## src/rtl/ann_pkg.sv

```systemverilog
// Shared ANN hidden-layer definitions: sequencer state encoding and datapath widths.
package ann_pkg;

    localparam int unsigned ANN_NUM_NEURONS = 20;
    localparam int unsigned ANN_MAC_W       = 32;
    localparam int unsigned ANN_ACT_W       = 16;

    typedef enum logic [1:0] {
        StIdle,
        StSel,
        StOut,
        StDone
    } ann_state_e;

endpackage

```

## src/rtl/ann_round_sat.sv

```systemverilog
// Combinational rescale of a signed accumulator: round-half-up, arithmetic shift,
// saturate to the signed output range.
module ann_round_sat #(
    parameter int unsigned IN_W       = 32,
    parameter int unsigned OUT_W      = 16,
    parameter int unsigned FRAC_SHIFT = 8
) (
    input  logic signed [IN_W-1:0]  data_i,
    output logic signed [OUT_W-1:0] data_o
);

    localparam logic [IN_W:0] One = 1;
    // Half an output LSB; collapses to zero when no shift is applied.
    localparam logic [IN_W:0] RoundBias = (One << FRAC_SHIFT) >> 1;
    localparam logic signed [IN_W:0] SatMax =
        {{(IN_W - OUT_W + 2){1'b0}}, {(OUT_W - 1){1'b1}}};
    localparam logic signed [IN_W:0] SatMin =
        {{(IN_W - OUT_W + 2){1'b1}}, {(OUT_W - 1){1'b0}}};

    logic signed [IN_W:0] ext;
    logic signed [IN_W:0] sum;
    logic signed [IN_W:0] shifted;

    always_comb begin
        ext     = {data_i[IN_W-1], data_i};
        sum     = ext + $signed(RoundBias);
        shifted = sum >>> FRAC_SHIFT;
        if (shifted > SatMax) begin
            data_o = SatMax[OUT_W-1:0];
        end else if (shifted < SatMin) begin
            data_o = SatMin[OUT_W-1:0];
        end else begin
            data_o = shifted[OUT_W-1:0];
        end
    end

endmodule

```

## src/rtl/ann_neuron_sequencer.sv

```systemverilog
// Walks the MAC-result mux after a MAC window completes, rescales each accumulator
// and streams it downstream over a valid/ready handshake.
module ann_neuron_sequencer
    import ann_pkg::*;
#(
    parameter int unsigned NUM_NEURONS = ANN_NUM_NEURONS,
    parameter int unsigned SEL_W       = 5,
    parameter int unsigned IN_W        = ANN_MAC_W,
    parameter int unsigned OUT_W       = ANN_ACT_W,
    parameter int unsigned FRAC_SHIFT  = 8
) (
    input  logic                    iClk,
    input  logic                    iRst,
    input  logic                    iStart,
    input  logic signed [IN_W-1:0]  iData,
    input  logic                    iReady,
    output logic [SEL_W-1:0]        oSel,
    output logic signed [OUT_W-1:0] oData,
    output logic [SEL_W-1:0]        oIndex,
    output logic                    oValid,
    output logic                    oBusy,
    output logic                    oDone
);

    localparam logic [SEL_W-1:0] LastIdx = SEL_W'(NUM_NEURONS - 1);

    ann_state_e              state_q;
    logic [SEL_W-1:0]        idx_q;
    logic [SEL_W-1:0]        index_q;
    logic signed [OUT_W-1:0] data_q;
    logic                    valid_q;
    logic                    busy_q;
    logic                    done_q;
    logic signed [OUT_W-1:0] scaled;

    ann_round_sat #(
        .IN_W      (IN_W),
        .OUT_W     (OUT_W),
        .FRAC_SHIFT(FRAC_SHIFT)
    ) u_round_sat (
        .data_i(iData),
        .data_o(scaled)
    );

    always_ff @(posedge iClk) begin
        if (iRst) begin
            state_q <= StIdle;
            idx_q   <= '0;
            index_q <= '0;
            data_q  <= '0;
            valid_q <= 1'b0;
            busy_q  <= 1'b0;
            done_q  <= 1'b0;
        end else begin
            case (state_q)
                StIdle: begin
                    if (iStart) begin
                        state_q <= StSel;
                        idx_q   <= '0;
                        busy_q  <= 1'b1;
                    end
                end
                StSel: begin
                    data_q  <= scaled;
                    index_q <= idx_q;
                    valid_q <= 1'b1;
                    state_q <= StOut;
                end
                StOut: begin
                    if (iReady) begin
                        valid_q <= 1'b0;
                        if (idx_q == LastIdx) begin
                            state_q <= StDone;
                            done_q  <= 1'b1;
                        end else begin
                            idx_q   <= idx_q + SEL_W'(1);
                            state_q <= StSel;
                        end
                    end
                end
                StDone: begin
                    // idx_q doubles as the mux select, so it is parked at 0 for idle.
                    done_q  <= 1'b0;
                    busy_q  <= 1'b0;
                    idx_q   <= '0;
                    state_q <= StIdle;
                end
                default: state_q <= StIdle;
            endcase
        end
    end

    assign oSel   = idx_q;
    assign oData  = data_q;
    assign oIndex = index_q;
    assign oValid = valid_q;
    assign oBusy  = busy_q;
    assign oDone  = done_q;

endmodule
```

## config.mk

```make
export PLATFORM = sky130hd
export DESIGN_NAME = ann_neuron_sequencer
export DESIGN_NICKNAME = d
export VERILOG_FILES = /design/src/rtl/ann_pkg.sv /design/src/rtl/ann_round_sat.sv /design/src/rtl/ann_neuron_sequencer.sv
export SDC_FILE = /design/constraint.sdc
export NUM_CORES = 1
export LEC_CHECK = 0
export CORE_MARGIN = 2
export CORE_UTILIZATION = 49
export DETAILED_ROUTE_END_ITERATION = 8
export GPL_TIMING_DRIVEN = 1
export HOLD_SLACK_MARGIN = 0.1
export PLACE_DENSITY = 0.91
export SLEW_MARGIN = 20
export SYNTH_ARGS = -nofsm -noshare
export SYNTH_HDL_FRONTEND = slang
export SYNTH_SLANG_ARGS = --single-unit
```

## constraint.sdc

```tcl
create_clock -name iClk -period 5.1 [get_ports iClk]
set_input_delay 1.02 -clock iClk [delete_from_list [all_inputs] [get_ports iClk]]
set_output_delay 1.02 -clock iClk [all_outputs]
set_load 0.05 [all_outputs]
```

* Yosys cells after proc, flatten, opt, wreduce, memory -nomap -nowiden
Cells that the tools add are included.
** Storage, ports and cells
- Register bits :: 31
- Word-level logic and storage cells :: 46
- Output and inout bits :: 29
** Cells by class
- Reductions and logical operators :: 10
- Add/sub/neg operators :: 2
- Multiplexer cells :: 17
- Eq/ne operators :: 8
- Order comparisons :: 2
** Operator list (number)
- adder 32 x 9 -> 33 bit, second input constant :: 1
- 2-to-1 mux 16 bit :: 2
- > comparator 25 x 16 -> 1 bit, second input constant :: 1
- < comparator 25 x 16 -> 1 bit, second input constant :: 1
- 2-to-1 mux 5 bit :: 3
- one-hot mux 5 bit (3 select lines) :: 1
- inequality test 2 bit, second input constant :: 4
- one-hot mux 2 bit (4 select lines) :: 1
- 2-to-1 mux 2 bit :: 3
- one-hot mux 1 bit (2 select lines) :: 3
- AND reduction 2 bit :: 3
- nonzero test 2 bit :: 3
- adder 5 x 1 -> 5 bit, second input constant :: 1
- equality test 5 bit, second input constant :: 1
- equality test 2 bit, second input constant :: 2
- 2-to-1 mux 1 bit :: 4
- AND reduction 4 bit :: 1
- AND reduction 3 bit :: 1
- nonzero test 3 bit :: 1
- equality test 2 x 1 -> 1 bit, second input constant :: 1
- logical NOT 2 bit :: 1

* Longest topological paths before layout
Gate-level depths: netlist (run 1).
- Depth after elaboration :: 4
- Gate-level depth with buffers :: 9

* Hierarchy
From an unflattened synthesis (run 1), not the netlist that was laid out.
** Second synthesis, totals
- Cells, all modules :: 241
- Area total of the unflattened synthesis :: 1881.8 µm²
** By module, submodules not included
- ann_neuron_sequencer :: times used 1, sequential area each 620.6 µm², cells each 150, area each 1261.2 µm²
- ann_round_sat :: times used 1, sequential area each 0.0 µm², cells each 91, area each 620.6 µm²

* Worst setup path before layout (run 1)
Ideal clock, no wire load.
- Kind :: input port to flip-flop
- Start :: in iData[7]
- End :: reg data_q[10] (netlist: oData[10])
- Setup slack :: 2.389 ns
- Path buffers :: 1
- Stages on the path :: 9
- Data arrival time :: 2.568 ns
- Library setup time :: 0.143 ns
- Required time :: 4.957 ns
- Cell sequence :: ha_1 nand3_1 nor4_4 nand4_1 a22oi_1 nand4_1 o21ai_4 buf_8 a211oi_2
** On the way
- Word-level cells in the longest chain between the ends :: 4
- Elaborated cells between the ends (all ways) :: 5
** RTL lines
- start, declared :: RTL line ann_neuron_sequencer.sv:15 : input logic signed [IN_W-1:0] iData,
- adder 32 x 9 -> 33 bit * :: RTL line ann_round_sat.sv:26 : sum = ext + $signed(RoundBias);
- < comparator 25 x 16 -> 1 bit :: RTL line ann_round_sat.sv:30 : end else if (shifted < SatMin) begin
- 2-to-1 mux 16 bit :: RTL line ann_round_sat.sv:30
- 2-to-1 mux 16 bit * :: RTL line ann_round_sat.sv:28 : if (shifted > SatMax) begin
- end signal, assigned :: RTL line ann_neuron_sequencer.sv:64 : data_q <= scaled;
- end, declared :: RTL line ann_neuron_sequencer.sv:30 : logic signed [OUT_W-1:0] data_q;
Mark *: on every way between the ends. The rest lies on a longest branch, timed or not.
A chain may end at the register's enable or synchronous reset.

* Final worst setup path (run 1)
- Start :: in iData[8]
- End :: reg data_q[2] (netlist: oData[2])
The elaborated chain is that of the path after synthesis.

==> impl_metrics.yaml, run 1 <==
cells_and_area:
  design_area_sq_um: 2560
  syn_to_final_growth_pct: 33.4
  final_layout_size_suffix_gt1_frac: 0.147
  nets: 310
  n_antenna_cell: 0
placement:
  postPlaceCellArea_sq_um: 2480
  place_congestion: 0.883
  dpl.hpwl_mm: 3.12
  dp_slack_ns: 1.42
  port_buffers: 57
critical_path:
  path_common_cell: "nand4_1"
  r2r-start: "oSel[0]"
  crit_path_cell_trace: "clkdlybuf4s50_1 > ha_1 > nand3_1 > nor4_4 > nand4_1 > a22oi_1 > nand4_1 > o21ai_4 > a211oi_1"
  ff2ff_setup_slack_ns: 3.21
  crit_required_ns: 5.23
  cp-end-kind: "register"
  slowest_stage: "clkdlybuf4s50_1"
  crit_type: "in2reg"
  rr_worst_depth: 8
  r2r-end: "oSel[4]"
  cp_data_arrival_time_ns: 3.54
  critPathMaxFanout: 15
  cp-start-kind: "input port"
  cpPeakStageDelay_ns: 0.52
pwr:
  sw_frac_of_total: 0.323
  power_density_nw_per_um2: 251
  ir_drop_mv: 0.119
  intPower_mw: 0.435
  clkPwrFrac: 0.293
  power.switching_mw: 0.207
  seqPwrFrac: 0.417
  cellLeakagePower_nw: 0.871
  p_comb_frac: 0.290
hold_path:
  hold_path.class: "reg2reg"
  hold_end: "oIndex[0]"
  hold_depth: 2
  hp-start: "oIndex[0]"
grt:
  overflow: 0
  grt_pass1_vias: 1642
  grt_max_degree: 27
  antenna_found_initial: 0
  grt_pass1_wl_mm: 6.82
  grtUsageTotal: 0.197
timing:
  maxSlewHeadroom: 0.394
  finalHoldViolations: 0
  setup_ws_ns: 1.69
  fin_crit_ns: 3.41
  rsz0062_at_grt: "false"
  finClkSkew_ns: 0.00696
  tightest_slew_ns: 0.908
  fmax_ghz: 0.293
  post-route-period-util: 0.669
  slew_violations: 0
  fin_tns_setup_ns: 0
  finalSetupViolations: 0
logic_synthesis:
  synth_nets: 257
  ys_seq_elements: 31
  synth-edff-count: 0
  yosysUniqueCellTypes: 40
  synthCells: 219
  yosysWarnings: 0
  ys.flop_type: "dfxtp_1"
  ys_seq_area_frac: 0.323
  synth_area_sq_um: 1920
  async_flop_share: 0
  synth_area_per_cell_sq_um: 8.76
die:
  pin_count: 65
  dieArea_sq_um: 4430
  die_w_microns: 66.6
  std_cell_rows: 22
  die_h_microns: 66.6
  start_util: 0.516
  core_sq_um: 3720
clock_tree:
  clock_latency_ns: 0.27
  clkTransAtPathRegs_ns: 0.06
  postCtsHoldBufs: 0
  cts_resized: 0
  htreeDepth: 2
  cts_setup_buffers: 0
  cts_buffer_depth: 2
  cts_root_buf: "clkbuf_8"
  cts_tree: "done"
  cts_buffers: 5
  cts_num_sinks: 31
routing:
  via_per_inst: 5.53
  firstDrtPassIters: 4
  routed_wl_mm: 4.14
  ant_nets: 0
  drt_iter0_drc: 88
  vias: 1769
  routedWlPerCell_microns: 12.9
  drc: 0
run_status:
  status: "finished, final reports clean"
run:
  maxCapViolCount: 0
placed cells by master (no fill, tap or decap), types with 2 or more instances in the layout:
cell type	instances
clkbuf_8	6
a31oi_1	3
o21ai_4	2
inv_1	4
a21oi_1	15
a211oi_2	10
nand3_1	5
a21oi_2	10
a211oi_1	7
nand2_1	24
ha_1	2
nor2_1	31
nor2b_1	4
dfxtp_1	31
xnor2_1	16
and3_1	4
nand3_2	2
xor2_1	8
nand4_4	2
nand4_1	9
nor4_4	2
o22ai_1	2
clkdlybuf4s50_1	56
critical path: cells and delay by family:
family,cells,cell delay [ns]
AOI/OAI and AO/OA,3,0.81
adders and majority gates,1,0.20
buffers and inverters,1,0.52
and+or+nand+nor,4,1.00
final cells by class:
| class | count | area [sq um] |
|---|---|---|
| timing repair buffer | 58 | 573 |
| clock inverter | 1 | 5.00 |
| inverter | 4 | 15.0 |
| clock buffer | 6 | 82.6 |
| sequential | 31 | 621 |
| multi-input combinational | 172 | 1200 |
| fill | 305 | 1160 |
| tap | 48 | 60.1 |
per-stage QoR:
step | hold WS (ns) | cells | total power [mW] | util
2_1_floorplan | 0.618 | 219 | 0.393 | -
3_3_place_gp | 0.441 | 313 | 0.456 | 0.667
3_5_place_dp | 0.446 | 313 | 0.459 | 0.667
4_1_cts | 0.455 | 320 | 0.648 | 0.690
5_1_grt | 0.474 | 320 | 0.668 | 0.689
6_report | 0.451 | 320 | 0.642 | 0.689
synthesized netlist by cell type (3+ instances only):
| library cell | instances | share of area |
|---|---|---|
| a21oi_2 | 10 | 0.046 |
| xnor2_1 | 16 | 0.073 |
| a31oi_1 | 3 | 0.0098 |
| clkbuf_1 | 8 | 0.016 |
| nand4_1 | 9 | 0.029 |
| dfxtp_1 | 31 | 0.32 |
| nand2_1 | 24 | 0.047 |
| a211oi_2 | 10 | 0.065 |
| and3_1 | 4 | 0.013 |
| xor2_1 | 8 | 0.037 |
| nor2b_1 | 4 | 0.013 |
| a21oi_1 | 15 | 0.039 |
| a211oi_1 | 7 | 0.027 |
| inv_1 | 4 | 0.0078 |
| nand3_1 | 5 | 0.013 |
| nor2_1 | 31 | 0.061 |
worst max-delay path by stage:
stage / to / start / slack [ns]
floorplan: oData[10] / iData[7] / 2.39
global placement: oData[4] / iData[7] / 1.47
detailed placement: oData[3] / iData[8] / 1.42
CTS: oData[2] / iData[8] / 1.71
global route: oData[0] / iData[8] / 1.51
finish: oData[2] / iData[8] / 1.69
sequential cells by signal, indices dropped and copies added (netlist names):
register / cells
oValid: 1
state_q: 2
oSel: 5
oData: 16
oDone: 1
oBusy: 1
oIndex: 5
power groups by stage:
stage,Sequential [mW],Clock (mW),Combinational [mW]
2_1_floorplan,0.317,0,0.0759
4_1_cts,0.268,0.193,0.187
6_report,0.268,0.188,0.186
3_5_place_dp,0.273,0,0.187
3_3_place_gp,0.273,0,0.184
5_1_grt,0.270,0.200,0.199
kinds of logic after synthesis:
logic type / count (synthesis) / share of synthesized area
adders and majority gates: 2 / 0.0130
muxes: 1 / 0.00522
xor gates and xnor gates: 24 / 0.110
and+or+nand+nor: 90 / 0.259
buffers and inverters: 16 / 0.0495
DFF: 31 / 0.323
AOI/OAI and AO/OA: 55 / 0.240
per-layer routing:
| metal | wire (microns) | track usage |
|---|---|---|
| met5 | 0 | 0 |
| met2 | 2080 | 0.360 |
| met1 | 1780 | 0.229 |
| met3 | 235 | 0.0321 |
| met4 | 43 | 0.0714 |
Note: power is estimated with default switching activity, not from simulation.
==> run 2: changes to the inputs <==
--- a/config.mk
+++ b/config.mk
@@ -6,11 +6,11 @@
 export NUM_CORES = 1
 export LEC_CHECK = 0
 export CORE_MARGIN = 2
-export CORE_UTILIZATION = 49
+export CORE_UTILIZATION = 46
 export DETAILED_ROUTE_END_ITERATION = 8
 export GPL_TIMING_DRIVEN = 1
 export HOLD_SLACK_MARGIN = 0.1
-export PLACE_DENSITY = 0.91
+export PLACE_DENSITY = 0.87
 export SLEW_MARGIN = 20
 export SYNTH_ARGS = -nofsm -noshare
 export SYNTH_HDL_FRONTEND = slang
==> constraint.sdc (replaced) <==
create_clock -name iClk -period 3.4 [get_ports iClk]
set_input_delay 0.68 -clock iClk [delete_from_list [all_inputs] [get_ports iClk]]
set_output_delay 0.68 -clock iClk [all_outputs]
set_load 0.05 [all_outputs]
==> run 2 against run 1 <==
Clock-buffer cell count unchanged. Register-to-register slack got worse by 1.7 ns. Non-clock buffer count increased by 3. Worst hold slack gained 0.0020 ns. Critical path depth unchanged. Critical path type unchanged. Critical endpoint is now oData[1].
==> impl_metrics.yaml, run 2 (synthesis gave the netlist of run 1 again) <==
run_status:
  status: "finished, final reports clean"
timing:
  post-route-period-util: 0.866
  tightest_slew_ns: 0.947
  fin_crit_ns: 2.95
  finalSetupViolations: 0
  fmax_ghz: 0.339
  finalHoldViolations: 0
  slew_violations: 0
  finClkSkew_ns: 0.00623
  fin_tns_setup_ns: 0
  rsz0062_at_grt: "false"
  maxSlewHeadroom: 0.367
clock_tree:
  cts_buffers: 5
  clkTransAtPathRegs_ns: 0.06
  cts_root_buf: "clkbuf_8"
  cts_num_sinks: 31
  clock_latency_ns: 0.28
  cts_tree: "done"
  postCtsHoldBufs: 0
  htreeDepth: 2
  cts_resized: 0
  cts_buffer_depth: 2
  cts_setup_buffers: 0
pwr:
  cellLeakagePower_nw: 0.900
  power_density_nw_per_um2: 406
  ir_drop_mv: 0.211
placement:
  dpl.hpwl_mm: 3.39
  postPlaceCellArea_sq_um: 2500
  port_buffers: 57
  place_congestion: 0.865
die:
  pin_count: 65
  start_util: 0.480
  core_sq_um: 4000
  die_w_microns: 68.6
  die_h_microns: 68.6
  dieArea_sq_um: 4710
  std_cell_rows: 23
cells_and_area:
  final_cell_mix: "57 x clkdlybuf4s50_1, 31 x nor2_1, 31 x dfxtp_1"
  layout_commonest_cell: "clkdlybuf4s50_1"
  regArea_sq_um: 621
  syn_to_final_growth_pct: 36.5
  final_layout_size_suffix_gt1_frac: 0.156
  multi_input_area_sq_um: 1200
  n_antenna_cell: 0
  design_area_sq_um: 2620
  nets: 313
  fillers: 325
  largest_reg_flops: 16
critical_path:
  ff2ff_setup_slack_ns: 1.56
  r2r-start: "oSel[0]"
  r2r-end: "oSel[4]"
  cp-end-kind: "register"
  cp-start-kind: "input port"
  critPathMaxFanout: 15
  crit_required_ns: 3.59
  crit_type: "in2reg"
  cp_data_arrival_time_ns: 3.14
  rr_worst_depth: 8
routing:
  ant_nets: 0
  via_per_inst: 5.55
  drt_iter0_drc: 104
  routedWlPerCell_microns: 14.4
  drc: 0
  routed_wl_mm: 4.70
  firstDrtPassIters: 4
  vias: 1810
grt:
  grt_max_degree: 23
  overflow: 0
  antenna_found_initial: 0
  grt_pass1_vias: 1652
  grt_pass1_wl_mm: 7.53
  grtUsageTotal: 0.213
hold_path:
  hp-start: "oBusy"
  hold_path.class: "reg2reg"
  hold_depth: 2
  hold_end: "oBusy"
run:
  maxCapViolCount: 0
## run 2: changes by cell type in the layout (fill, tap and decap cells not counted)
cell,before,now
buf_2,1,0
clkdlybuf4s50_1,56,57
bufinv_16,0,1
buf_4,1,4
## run 2: through the flow
stage | cells | hold WS [ns] | util | total power [mW] | setup slack, ns
finish | 326 | 0.453 | 0.655 | 1.06 | 0.454
global route | 326 | 0.490 | 0.655 | 1.11 | 0.245
CTS | 326 | 0.458 | 0.655 | 1.07 | 0.459
detailed placement | 318 | 0.449 | 0.626 | 0.693 | 0.180
global placement | 318 | 0.444 | 0.626 | 0.687 | 0.255
floorplan | 219 | 0.618 | - | 0.589 | 1.03
## run 2: critical path, cell delays in order
cell	delay [ns]
clkdlybuf4s50_1	0.52
ha_1	0.20
nand3_1	0.28
nor4_4	0.42
nand2_1	0.12
xnor2_1	0.19
a31o_4	0.33
a21oi_1	0.10
a211oi_1	0.27
## run 2: cell type report
type,instances,share of cell area
Sequential cell,31,0.237
Multi-Input combinational cell,172,0.459
Clock buffer,6,0.0315
Timing Repair Buffer,61,0.229
Clock inverter,2,0.0134
Inverter,4,0.00573
Tap cell,50,0.0239
## run 2: worst max path at each step
| stage | start | endpoint | slack, ns | depth (start not counted) |
|---|---|---|---|---|
| after floorplan | iData[7] | oData[10] | 1.03 | 9 |
| after global placement | iData[7] | oData[0] | 0.26 | 9 |
| after detailed placement | iData[7] | oData[1] | 0.18 | 10 |
| after CTS | iData[7] | oData[1] | 0.46 | 9 |
| after global routing | iData[7] | oData[3] | 0.24 | 10 |
| final | iData[7] | oData[1] | 0.45 | 9 |
## run 2: where the power goes
group	leakage (nW)	internal (mW)	switching [mW]	total, mW
Sequential	0.253	0.385	0.0148	0.400
Clock	0.0612	0.237	0.142	0.379
Combinational	0.585	0.111	0.175	0.286
## run 2: per-layer routing
metal  track usage  part of all wire  vias to the layer above
li1              -                 -                      893
met1         0.240              0.43                      867
met2         0.385              0.52                       42
met3        0.0503             0.038                        8
met4        0.0825             0.019                        0
met5             0                 0                        -
